`src/rtl/pc_dispatcher_if.sv`:
```
`default_nettype none
// ============================================================================
// Module   : pc_dispatcher_if
// Brief    : Seed / inbound PC / outbound PC handshakes of the PC dispatcher.
//            slave = the dispatcher, master = its environment.
// Revision : 1.0 - initial release
// ============================================================================
interface pc_dispatcher_if #(
  parameter int PC_WIDTH = 8
);
  logic                seed_valid;
  logic [PC_WIDTH-1:0] seed_pc;
  logic                seed_ready;

  logic                in_pc_valid;
  logic [PC_WIDTH-1:0] in_pc;
  logic                in_pc_is_directed_to_current;
  logic                in_pc_ready;

  logic                out_pc_valid;
  logic [PC_WIDTH-1:0] out_pc;
  logic                out_pc_ready;

  modport master (
    output seed_valid, seed_pc,
    input  seed_ready,
    output in_pc_valid, in_pc, in_pc_is_directed_to_current,
    input  in_pc_ready,
    input  out_pc_valid, out_pc,
    output out_pc_ready
  );

  modport slave (
    input  seed_valid, seed_pc,
    output seed_ready,
    input  in_pc_valid, in_pc, in_pc_is_directed_to_current,
    output in_pc_ready,
    output out_pc_valid, out_pc,
    input  out_pc_ready
  );
endinterface
`default_nettype wire

```
`src/rtl/pc_dispatcher.sv`:
```
`default_nettype none
// ============================================================================
// Module   : pc_dispatcher
// Brief    : Two-bank PC scheduler for a character-stepped matcher. The bank
//            selected by sel holds threads for the current character, the
//            other bank collects threads for the next character.
// Revision : 1.0 - initial release
// ============================================================================
module pc_dispatcher #(
  parameter int PC_WIDTH        = 8,
  parameter int FIFO_DEPTH_LOG2 = 3
) (
  input  wire logic        clk,
  input  wire logic        reset,
  pc_dispatcher_if.slave   bus,
  input  wire logic        bb_busy,
  input  wire logic        last_character,
  output logic             advance_character,
  output logic             done,
  output logic             running,
  output logic             overflow
);

  localparam int C_DEPTH = 1 << FIFO_DEPTH_LOG2;

  typedef enum logic [0:0] {
    ST_IDLE = 1'b0,
    ST_RUN  = 1'b1
  } state_t;

  state_t              r_state;
  logic                r_sel;
  logic                r_seed_ready;
  logic                r_overflow;

  logic [1:0]          w_full;
  logic [1:0]          w_empty;
  logic [1:0]          w_push;
  logic [1:0]          w_pop;
  logic [PC_WIDTH-1:0] w_head [2];

  logic                w_run;
  logic                w_seed_acc;
  logic                w_in_acc;
  logic                w_out_acc;
  logic                w_quiet;
  logic                w_overflow_evt;

  // Handshake decode. done/advance are decoded from registered state and
  // counts so they land in the quiescent cycle itself; the new CURRENT bank
  // then issues on the very next cycle.
  always_comb begin
    w_run            = (r_state == ST_RUN);
    bus.seed_ready   = r_seed_ready;
    bus.in_pc_ready  = w_run && !w_full[0] && !w_full[1];
    bus.out_pc_valid = w_run && !w_empty[r_sel];
    bus.out_pc       = w_head[r_sel];
    w_seed_acc       = (r_state == ST_IDLE) && bus.seed_valid && r_seed_ready;
    w_in_acc         = bus.in_pc_valid && bus.in_pc_ready;
    w_out_acc        = bus.out_pc_valid && bus.out_pc_ready;
    w_quiet          = w_run && w_empty[r_sel] && !bb_busy && !bus.in_pc_valid;
    done             = w_quiet && (w_empty[~r_sel] || last_character);
    advance_character = w_quiet && !w_empty[~r_sel] && !last_character;
    running          = w_run;
    overflow         = r_overflow;
    w_overflow_evt   = (w_push[0] && w_full[0]) || (w_push[1] && w_full[1]);
  end

  for (genvar b = 0; b < 2; b++) begin : g_bank
    logic [PC_WIDTH-1:0]        r_mem [C_DEPTH];
    logic [FIFO_DEPTH_LOG2-1:0] r_wr_ptr;
    logic [FIFO_DEPTH_LOG2-1:0] r_rd_ptr;
    logic [FIFO_DEPTH_LOG2:0]   r_cnt;
    logic                       w_push_ok;
    logic                       w_is_cur;
    logic [PC_WIDTH-1:0]        w_data;

    // Route seeds and directed PCs into this bank; a full bank drops the push.
    always_comb begin
      w_is_cur  = (r_sel == 1'(b));
      w_push[b] = (w_seed_acc && w_is_cur) ||
                  (w_in_acc && (bus.in_pc_is_directed_to_current ? w_is_cur : !w_is_cur));
      w_pop[b]  = w_out_acc && w_is_cur;
      w_full[b] = (r_cnt == (FIFO_DEPTH_LOG2+1)'(C_DEPTH));
      w_empty[b] = (r_cnt == '0);
      w_push_ok = w_push[b] && !w_full[b];
      w_data    = w_seed_acc ? bus.seed_pc : bus.in_pc;
      w_head[b] = r_mem[r_rd_ptr];
    end

    // Storage array, written only on an accepted push.
    always_ff @(posedge clk) begin
      if (w_push_ok) begin
        r_mem[r_wr_ptr] <= w_data;
      end
    end

    // Pointers and occupancy; a done pulse flushes whatever is left.
    always_ff @(posedge clk or negedge reset) begin
      if (!reset) begin
        r_wr_ptr <= '0;
        r_rd_ptr <= '0;
        r_cnt    <= '0;
      end else if (done) begin
        r_wr_ptr <= '0;
        r_rd_ptr <= '0;
        r_cnt    <= '0;
      end else begin
        if (w_push_ok) r_wr_ptr <= r_wr_ptr + 1'b1;
        if (w_pop[b])  r_rd_ptr <= r_rd_ptr + 1'b1;
        if (w_push_ok && !w_pop[b])      r_cnt <= r_cnt + 1'b1;
        else if (!w_push_ok && w_pop[b]) r_cnt <= r_cnt - 1'b1;
      end
    end
  end

  // Control FSM: seed intake, character stepping and the sticky overflow flag.
  always_ff @(posedge clk or negedge reset) begin
    if (!reset) begin
      r_state      <= ST_IDLE;
      r_sel        <= 1'b0;
      r_seed_ready <= 1'b0;
      r_overflow   <= 1'b0;
    end else begin
      r_overflow <= r_overflow | w_overflow_evt;
      case (r_state)
        ST_IDLE: begin
          if (w_seed_acc) begin
            r_state      <= ST_RUN;
            r_seed_ready <= 1'b0;
          end else begin
            r_seed_ready <= 1'b1;
          end
        end
        ST_RUN: begin
          if (done) begin
            r_state      <= ST_IDLE;
            r_seed_ready <= 1'b1;
          end else if (advance_character) begin
            r_sel <= ~r_sel;
          end
        end
        default: begin
          r_state      <= ST_IDLE;
          r_seed_ready <= 1'b0;
        end
      endcase
    end
  end

endmodule
`default_nettype wire

```
`src/flat_wrapper.sv`:
```
// flat-port wrapper written by rule: the top's interface ports become plain ports
module pc_dispatcher_flat 
#(
  parameter int PC_WIDTH        = 8,
  parameter int FIFO_DEPTH_LOG2 = 3
)
  (clk, reset, bb_busy, last_character, advance_character, done, running, overflow, bus_seed_valid, bus_seed_pc, bus_seed_ready, bus_in_pc_valid, bus_in_pc, bus_in_pc_is_directed_to_current, bus_in_pc_ready, bus_out_pc_valid, bus_out_pc, bus_out_pc_ready);
  pc_dispatcher_if #(.PC_WIDTH(PC_WIDTH)) bus_i ();
  input  wire logic clk;
  input  wire logic reset;
  input  wire logic bb_busy;
  input  wire logic last_character;
  output logic advance_character;
  output logic done;
  output logic running;
  output logic overflow;
  input wire logic [$bits(bus_i.seed_valid)-1:0] bus_seed_valid;
  input wire logic [$bits(bus_i.seed_pc)-1:0] bus_seed_pc;
  output wire logic [$bits(bus_i.seed_ready)-1:0] bus_seed_ready;
  input wire logic [$bits(bus_i.in_pc_valid)-1:0] bus_in_pc_valid;
  input wire logic [$bits(bus_i.in_pc)-1:0] bus_in_pc;
  input wire logic [$bits(bus_i.in_pc_is_directed_to_current)-1:0] bus_in_pc_is_directed_to_current;
  output wire logic [$bits(bus_i.in_pc_ready)-1:0] bus_in_pc_ready;
  output wire logic [$bits(bus_i.out_pc_valid)-1:0] bus_out_pc_valid;
  output wire logic [$bits(bus_i.out_pc)-1:0] bus_out_pc;
  input wire logic [$bits(bus_i.out_pc_ready)-1:0] bus_out_pc_ready;
  assign bus_i.seed_valid = bus_seed_valid;
  assign bus_i.seed_pc = bus_seed_pc;
  assign bus_seed_ready = bus_i.seed_ready;
  assign bus_i.in_pc_valid = bus_in_pc_valid;
  assign bus_i.in_pc = bus_in_pc;
  assign bus_i.in_pc_is_directed_to_current = bus_in_pc_is_directed_to_current;
  assign bus_in_pc_ready = bus_i.in_pc_ready;
  assign bus_out_pc_valid = bus_i.out_pc_valid;
  assign bus_out_pc = bus_i.out_pc;
  assign bus_i.out_pc_ready = bus_out_pc_ready;
  pc_dispatcher #(.PC_WIDTH(PC_WIDTH), .FIFO_DEPTH_LOG2(FIFO_DEPTH_LOG2)) u_core (.clk(clk), .reset(reset), .bus(bus_i), .bb_busy(bb_busy), .last_character(last_character), .advance_character(advance_character), .done(done), .running(running), .overflow(overflow));
endmodule
```
`config.mk`:
```
export PLATFORM = sky130hd
export DESIGN_NAME = pc_dispatcher_flat
export DESIGN_NICKNAME = d
export VERILOG_FILES = /design/src/rtl/pc_dispatcher_if.sv /design/src/rtl/pc_dispatcher.sv /design/src/flat_wrapper.sv
export SDC_FILE = /design/constraint.sdc
export NUM_CORES = 1
export LEC_CHECK = 0
export ABC_AREA = 1
export CAP_MARGIN = 20
export CORE_UTILIZATION = 45
export DETAILED_ROUTE_END_ITERATION = 12
export SETUP_SLACK_MARGIN = 0.3
export SYNTH_ARGS = -nofsm -noshare
export SYNTH_HDL_FRONTEND = slang
export SYNTH_SLANG_ARGS = --single-unit
```
`constraint.sdc`:
```
create_clock -name clk -period 2.85 [get_ports clk]
set_clock_uncertainty 0.1 [all_clocks]
set_input_delay 0.57 -clock clk [delete_from_list [all_inputs] [get_ports clk]]
set_output_delay 0.57 -clock clk [all_outputs]
set_load 0.02 [all_outputs]
```
# Yosys cells after proc, flatten, opt, wreduce, memory -nomap -nowiden
# Memory sizes are Yosys's and may differ from the RTL's.
# Cells that the tools add are included.
# classes
reduce_logical,52
eq_ne,3
n_lt_le_gt_ge,3
mux,34
bitwise_logic,5
add_sub_neg,8
# op_table
cell,n
8-bit two-way mux,4
1-bit logical AND,27
3-bit two-way mux,8
4-bit two-way mux,6
1-bit two-way mux,14
3-bit by 1-bit adder with 3-bit output (second input constant),4
1-bit logical NOT,12
4-bit by 1-bit adder with 4-bit output (second input constant),2
4-bit == test (second input constant),2
4-bit logical NOT,2
2-bit nonzero test,4
4-bit by 1-bit subtractor with 4-bit output (second input constant),2
3-bit nonzero test,2
1-bit logical OR,4
1-bit by 2-bit less-than comparator with 1-bit output (second input constant),2
1-bit case mux with 2 select lines,2
1-bit NOT,3
3-bit AND reduction,1
2-bit greater-or-equal comparator (second input constant),1
2-bit inequality test (second input constant),1
1-bit NOT with 2-bit output,1
1-bit bitwise OR,1
# totals
inputBits,24
word_cells,117
reg_bits,24
ramBits,128
out_inout_bits,15
mem_count,2
# memory_table
name,depth,width,rd,rd_ports_with_merged_regs,write_ports,line_no,rtl
u_core.g_bank[0].r_mem,8,8,1,0,1,pc_dispatcher.sv:70,logic [PC_WIDTH-1:0] r_mem [C_DEPTH];
u_core.g_bank[1].r_mem,8,8,1,0,1,pc_dispatcher.sv:70,

# Longest topological paths before layout
# Gate-level depths: netlist of the first run.
# depth
word_depth,13
ltp_mapped,15
mapped_depth_nobuf,15

# Least setup slack after synthesis of the first run
# OpenSTA, ideal clock, no wires.
# synth_path
path_kind,reg-to-reg
start,"register u_core.r_state, in the netlist u_core.running"
end,register u_core.g_bank[0].r_cnt[3]
period_less_slack_ns,2.672
setup_ns,0.077
required_time_ns,2.673
setup_slack_ns,0.178
arrival_time_ns,2.494
path_stages_with_launch,16
path_buffers,0
path_cell_list,dfrtp_1 -> inv_4 -> nand3_4 -> inv_4 -> nand2_4 -> nand2_2 -> nand2_4 -> inv_6 -> ha_1 -> inv_1 -> ha_1 -> a21oi_1 -> nand2_1 -> xnor2_1 -> or2_2 -> a21oi_1
# synth_via
elab_chain_len,9
elab_cells_between_ends,24
cone_classes,mux (2); bitwise (1); reduce/logical (21)
# synth_lines
item,line_no,rtl
from (decl),pc_dispatcher.sv:31,state_t r_state;
from (signal assigned),pc_dispatcher.sv:120,r_state <= ST_IDLE;
from (signal assigned),pc_dispatcher.sv:129,r_state <= ST_RUN;
from (signal assigned),pc_dispatcher.sv:137,r_state <= ST_IDLE;
1-bit logical AND / 1-bit NOT (equally long branches),"pc_dispatcher.sv:55, pc_dispatcher.sv:58",
"1-bit logical AND, on equally long branches","pc_dispatcher.sv:55, pc_dispatcher.sv:58",
"1-bit logical AND, on equally long branches","pc_dispatcher.sv:59, pc_dispatcher.sv:58",
"1-bit logical AND, on equally long branches","pc_dispatcher.sv:82, pc_dispatcher.sv:81",
1-bit logical OR,pc_dispatcher.sv:81,w_push[b] = (w_seed_acc && w_is_cur) ||
1-bit logical AND,pc_dispatcher.sv:86,w_push_ok = w_push[b] && !w_full[b];
1-bit logical AND / 1-bit logical NOT (equally long branches),"pc_dispatcher.sv:111, pc_dispatcher.sv:112",
4-bit two-way mux / 1-bit logical AND (equally long branches),"pc_dispatcher.sv:111, pc_dispatcher.sv:112",
4-bit two-way mux / 3-bit nonzero test (equally long branches),n/a,
to (signal assigned),pc_dispatcher.sv:111,if (w_push_ok && !w_pop[b]) r_cnt <= r_cnt + 1'b1;
to (signal assigned),pc_dispatcher.sv:112,else if (!w_push_ok && w_pop[b]) r_cnt <= r_cnt - 1'b1;
to (decl),pc_dispatcher.sv:73,logic [FIFO_DEPTH_LOG2:0] r_cnt;
# Several ways; a longest one is shown, not always the timed one.
# A chain may end at the register's enable or synchronous reset.

# Worst setup path in the final report of the first run
# layout_path
start,register u_core.g_bank[1].r_rd_ptr[0]
end,output port bus_out_pc[2]
# layout_via
elab_chain_len,4
# layout_lines
item,line_no,rtl
from (decl),pc_dispatcher.sv:72,logic [FIFO_DEPTH_LOG2-1:0] r_rd_ptr;
from (signal assigned),pc_dispatcher.sv:110,if (w_pop[b]) r_rd_ptr <= r_rd_ptr + 1'b1;
memory read 8 x 8 bit,n/a,
8-bit two-way mux (implied by the code) (3 in a row),pc_dispatcher.sv:57,bus.out_pc = w_head[r_sel];
to (decl),flat_wrapper.sv:25,output wire logic [$bits(bus_i.out_pc)-1:0] bus_out_pc;
# No other way between the ends. The select of a mux whose other input is x is not followed.

==> run metrics, run 1 <==
Worst setup startpoint=u_core.g_bank[1].r_rd_ptr[0]; Final Util=0.576; hold_sp=u_core.overflow; cell at the root of the clock tree=clkbuf_16; arrival time at the worst endpoint=1.87 ns; count of endpoints failing hold in the final timing report=0; worst-case setup slack after placement=-0.240 ns; Post-Syn Area=between 6000 and 7000 um^2; number of clock sinks seen by CTS=152; drt drc=0; Critical Path Source Type=flop; final net count=between 700 and 800; Distinct cells, synth=35; element type at the critical path end=output pin; Final setup violation count=0; global placement routability congestion=0.867; IO buf count=38; routed via count divided by cell count=5.25; number of global-route vias before repair=4740; setup repair after global routing missed its margin=yes; count of final max-slew check failures=0; vias post-DR=around 4700; largest net degree at the start of global routing=35; required time of the worst setup path=around 2.2 ns; standard-cell rows=44; CTS max path bufs=2; Worst R2R Start=u_core.g_bank[1].w_is_cur; TritonCTS clock tree=yes; category of the critical setup timing path=reg -> out; width of the chip=between 100 and 150 um; CTS clk-pin slew, worst paths=0.06 ns; maxcap violations=0; antenna violations before repair=0; top cells by area in the synthesized netlist=edfxtp_1 (56%), dfrtp_1 (8.8%), nor2_1 (6.7%); post-detailed-placement half-perimeter wirelength=about 10000 um; number of buffers added by the clock tree synthesis step=17; highest net fanout along the worst path=11; largest area contributor in the synthesized netlist=edfxtp_1; GR Util All Layers=0.205; average detailed-routed wire length per instance=approximately 17 um; run status=complete, no violations; setup ws final=0.315 ns; total of warnings raised by yosys=0; effective utilization at floorplan=0.466; Iteration-0 DRC Markers=443; remaining global-route overflow=0; Power Density=1080 nW/um^2; share of Yosys cell area claimed by the top area cell type=0.563; maximum vdd drop=0.673 mV; count of pins on the block boundary=39; mean cell area of the mapped netlist=11.0 um^2; flip-flop and latch count after synthesis=~150; DRT Pass-1 Iters=7; latest clock arrival within the worst-skew pair=just over 0.4 ns; die area=15700 um^2; minimum clock period after layout=2.54 ns; maximum clock frequency=394 MHz; layout overhead on the synthesized area=23.5%; worst-margin pin slew=0.574 ns; total power of the final layout=9.14 mW; count of fill cells added during filler insertion=1205; total wire length after detailed routing=15200 um; ratio of final minimum period to clock period=0.890; count of inserted antenna diode cells=0; instance count of the mapped netlist=618; nets in the synthesized netlist=654; share of layout cells above drive strength 1=0.200; DRT antenna net count=0; first-pass GRT wire length=24200 um; core area=14600 um^2; path category of the worst min-delay check=reg -> reg; fraction of the yosys area taken by sequential cells=0.651; H-tree level count=4; static power due to leakage=3.17 nW; height of the die=about 130 um; tightest slew margin relative to the limit=0.617
-- placed cells by master, fill, tap and decap left out, drive strengths merged, types with 10 or more instances in the layout --
cell and count:
ha 10, o211ai 32, nor3 11, nor2 129, inv 33, clkbuf 19
nand3 21, nand2 84, buf 65, o21ai 85, dfrtp 24, a21oi 11
clkdlybuf4s50 25, clkinv 12, edfxtp 128
-- per-stage QoR --
| step | TNS (ns) | hold WS, ns | area [um^2] | std cells |
|---|---|---|---|---|
| 2_1_floorplan | 0 | 0.174 | 6850 | 618 |
| 3_3_place_gp | -0.297 | 0.386 | 7700 | 856 |
| 3_5_place_dp | -0.526 | 0.366 | 7700 | 856 |
| 4_1_cts | 0 | 0.390 | 8300 | 889 |
| 5_1_grt | 0 | 0.410 | 8430 | 900 |
| 6_report | 0 | 0.401 | 8430 | 900 |
-- final cells by class --
type                            count  area, um^2  area share
Clock inverter                     13         113      0.0134
Tap cell                          184         230      0.0273
Sequential cell                   152        4450       0.528
Multi-Input combinational cell    404        2180       0.259
Timing Repair inverter              1        5.00    0.000594
Timing Repair Buffer               94         868       0.103
Inverter                           34         148      0.0175
Clock buffer                       18         429      0.0509
-- synth_stat cells (all sizes together) --
| library cell | n |
|---|---|
| xor2 | 4 |
| clkbuf | 15 |
| xnor2 | 7 |
| fa | 2 |
| inv | 34 |
| nand3b | 1 |
| buf | 13 |
| o211ai | 32 |
| nand4 | 5 |
| edfxtp | 128 |
| or2 | 2 |
| nor3 | 11 |
| nand2 | 84 |
| o21ai | 85 |
| ha | 10 |
| a21oi | 11 |
| dfrtp | 24 |
| nand3 | 21 |
| nor2 | 129 |
-- worst paths after layout --
check                                            end  depth (start not counted)  slack [ns]
setup reg to reg           u_core.g_bank[1].r_cnt[3]                         13        0.37
max in group asynchronous             u_core.running                          2        1.95
setup / recovery                       bus_out_pc[2]                          8        0.31
min in group asynchronous  u_core.g_bank[1].r_cnt[2]                          2        0.41
hold reg to reg                      u_core.overflow                          2        0.40
hold / removal                       u_core.overflow                          2        0.40
-- where the power goes --
group	total (mW)	leakage (nW)	switching, mW	internal (mW)
registers	3.17	1.44	0.319	2.85
clock network	2.08	0.262	0.823	1.26
logic	3.88	1.47	2.26	1.62
-- cell families (layout without fill, tap and decap cells) --
kind of cell | Yosys count | in the layout | synth area share
AOI/OAI and AO/OA | 128 | 128 | 0.106
xor gates and xnor gates | 11 | 11 | 0.0141
adders and majority gates | 12 | 12 | 0.0242
buffers and inverters | 62 | 160 | 0.0403
DFF | 152 | 152 | 0.651
and+or+nand+nor | 253 | 253 | 0.164
-- repair_timing --
item                                    in CTS  in global routing
cloned                                       0                  2
endpoints found under the setup margin      14                 15
resized for setup                           61                 50
hold buffers                                 0                  0
setup buffers                                2                  9
pin swaps                                    6                 17
-- registers in the layout (all words and copies together), names as in the netlist --
register / cells
u_core.g_bank.r_mem: 128
u_core.g_bank.r_cnt: 8
u_core.g_bank.r_rd_ptr: 6
u_core.g_bank.r_wr_ptr: 6
u_core.bus.seed_ready: 1
u_core.g_bank.w_is_cur: 1
u_core.overflow: 1
u_core.running: 1
-- layer usage --
metal	share of wire	wire, um	track usage
met1	0.43	6490	0.253
met2	0.51	7710	0.342
met3	0.055	835	0.0603
met4	0.012	188	0.0717
met5	0	0	0
-- worst max-delay path: stages, from the launching register on --
cell and delay (ns):
dfrtp_2 0.45, buf_12 0.16, nor2_1 0.09, nor2_1 0.04, o21ai_1 0.07, o21ai_1 0.10
o211ai_1 0.25, nand2_1 0.13, buf_6 0.15
Power figures use the tool's default switching activity.
==> run 2: changes to the inputs <==
--- a/config.mk
+++ b/config.mk
@@ -9,7 +9,10 @@
 export CAP_MARGIN = 20
 export CORE_UTILIZATION = 45
 export DETAILED_ROUTE_END_ITERATION = 12
+export RECOVER_POWER = 100
 export SETUP_SLACK_MARGIN = 0.3
+export SLEW_MARGIN = 20
 export SYNTH_ARGS = -nofsm -noshare
 export SYNTH_HDL_FRONTEND = slang
 export SYNTH_SLANG_ARGS = --single-unit
+export TNS_END_PERCENT = 10
==> run metrics, run 2 (synthesized netlist as in run 1, its figures left out) <==
run status=finished with violations; violated checks=DRC; count of final max-slew check failures=0; core area=14600 um^2; latest clock arrival within the worst-skew pair=0.42 ns; layout overhead on the synthesized area=18.9%; Int Pwr=5.49 mW; tightest slew margin relative to the limit=0.0429; height of the die=roughly 130 um; number of clock sinks seen by CTS=152; Worst R2R Start=u_core.g_bank[0].r_cnt[1]; minimum clock period after layout=2.65 ns; post-layout instance area=around 8000 um^2; count of pins on the block boundary=39; Critical Path Source Type=flop; setup repair after global routing missed its margin=yes; average detailed-routed wire length per instance=16.7 um; width of the chip=125 um; net switching power of the design=3.26 mW; static power due to leakage=between 3 and 4 nW; worst-case setup slack after placement=-0.224 ns; effective utilization at floorplan=0.466; number of buffers added by the clock tree synthesis step=17; post-placement cell area=~7700 um^2; required time of the worst setup path=3.09 ns; number of flip-flops in the largest register=128; die area=about 16000 um^2; Power Density=1080 nW/um^2; non-filler cells in the finished layout=888; maximum vdd drop=0.509 mV; largest registers ranked by flip-flop count=u_core.g_bank.r_mem (128), u_core.g_bank.r_cnt (8); CTS clk-pin slew, worst paths=0.06 ns; cell at the root of the clock tree=clkbuf_16; maxcap violations=0; aggregate negative setup slack=0 ns; share of layout cells above drive strength 1=0.114; routed via count divided by cell count=between 5 and 6; drt drc=6; total wire length after detailed routing=14800 um; largest net degree at the start of global routing=35; TritonCTS clock tree=yes; sequential fraction of design power=0.358; power share of the combinational group=0.393; final net count=approximately 730; number of global-route vias before repair=4747; post-detailed-placement half-perimeter wirelength=roughly 10000 um; Switching Share=0.372; DRT antenna net count=0; ratio of final minimum period to clock period=0.929; endpoint with the worst hold slack=u_core.overflow; Clock Power Share=0.250; Iteration-0 DRC Markers=between 300 and 400; element type at the critical path end=flop; highest net fanout along the worst path=4; number of cells after detailed placement=approximately 860; total power of the final layout=8.75 mW; first-pass GRT wire length=23900 um; IO buf count=38; number of instances on the worst hold path=2; Final setup violation count=0; arrival time at the worst endpoint=2.88 ns; count of endpoints failing hold in the final timing report=0; antenna violations before repair=0; worst-margin pin slew=1.44 ns; vias post-DR=4653; path category of the worst min-delay check=reg -> reg; CTS max path bufs=2; GR Util All Layers=0.200; R2R depth=14; reg-to-reg setup timing slack=0.20 ns; maximum clock frequency=378 MHz; largest register by flop count=u_core.g_bank.r_mem; global placement routability congestion=0.884; H-tree level count=4; category of the critical setup timing path=reg -> reg; most common cell after layout, fill and taps aside=edfxtp_1; setup ws final=0.202 ns; hold_sp=u_core.overflow; terminus of the critical flop-to-flop path=u_core.g_bank[0].r_cnt[3]; DRT Pass-1 Iters=8; count of inserted antenna diode cells=0; standard-cell rows=between 40 and 50; most frequent cells in the layout=edfxtp_1 (128), nor2_1 (124), nand2_1 (80); remaining global-route overflow=0
-- run 2: cell count changes in the layout (fill, tap and decap cells not counted), sizes merged --
cell / change
buf: -38
clkbuf: +30
clkinv: -5
clkdlybuf4s50: -4
dlygate4sd3: +4
dlygate4sd2: -2
bufinv: +1
dlymetal6s2s: +1
inv: +1
-- run 2: routing by layer --
metal / part of all wire / wire length, um / global-route usage
met3: 0.051 / 751 / 0.0522
met5: 0 / 0 / 0
met4: 0.0081 / 120 / 0.0674
met1: 0.44 / 6540 / 0.249
met2: 0.50 / 7400 / 0.340
-- run 2: per-stage QoR --
stage	hold WS, ns	utilization
2_1_floorplan	0.174	-
3_3_place_gp	0.357	0.525
3_5_place_dp	0.356	0.525
4_1_cts	0.373	0.565
5_1_grt	0.393	0.554
6_report	0.362	0.554
-- run 2: power by group through the flow --
| stage | registers (mW) | logic, mW | clock network [mW] |
|---|---|---|---|
| after floorplan | 3.09 | 2.36 | 0 |
| after global placement | 3.14 | 3.56 | 0 |
| after detailed placement | 3.15 | 3.64 | 0 |
| after CTS | 3.12 | 3.66 | 2.22 |
| after global routing | 3.17 | 3.86 | 2.31 |
| final | 3.13 | 3.43 | 2.18 |
-- run 2: worst max-delay path, cell delays in order (launching register included) --
cell	delay (ns)
dfrtp_1	0.44
nor2_4	0.18
nand2_1	0.17
nand4_1	0.14
nand2_1	0.11
nand2_4	0.10
inv_6	0.03
ha_2	0.17
inv_1	0.12
ha_4	0.23
a21oi_1	0.16
nand2_1	0.09
xnor2_1	0.13
or2_2	0.27
a21oi_1	0.12
-- run 2: how the worst max path moves through the flow --
stage               cells past startpoint                              from  slack [ns]                        end
finish                                 14         u_core.g_bank[0].r_cnt[1]        0.20  u_core.g_bank[0].r_cnt[3]
detailed placement                     14  bus_in_pc_is_directed_to_current       -0.22  u_core.g_bank[0].r_cnt[3]
CTS                                     9      u_core.g_bank[0].r_rd_ptr[0]        0.16              bus_out_pc[7]
global placement                       14  bus_in_pc_is_directed_to_current       -0.17  u_core.g_bank[0].r_cnt[3]
floorplan                              15                    u_core.running        0.28  u_core.g_bank[0].r_cnt[3]
global route                           15         u_core.g_bank[0].r_cnt[3]        0.03  u_core.g_bank[0].r_cnt[3]
-- run 2: area by class of cell --
type / count / area, um^2
fillers: 1299 / 6530
flip-flops and latches: 152 / 4450
multi-input cells: 404 / 2090
repair buffers: 83 / 636
clock buffers: 20 / 437
well taps: 184 / 230
inverters: 34 / 148
clock inverters: 11 / 131
-- run 2: timing repair --
action	4_1_cts	5_1_grt
hold endpoints to repair	0	0
buffers inserted	2	0
setup endpoints to repair	14	17
pin swaps	1	5
hold buffers	0	0
gates resized for setup	33	27
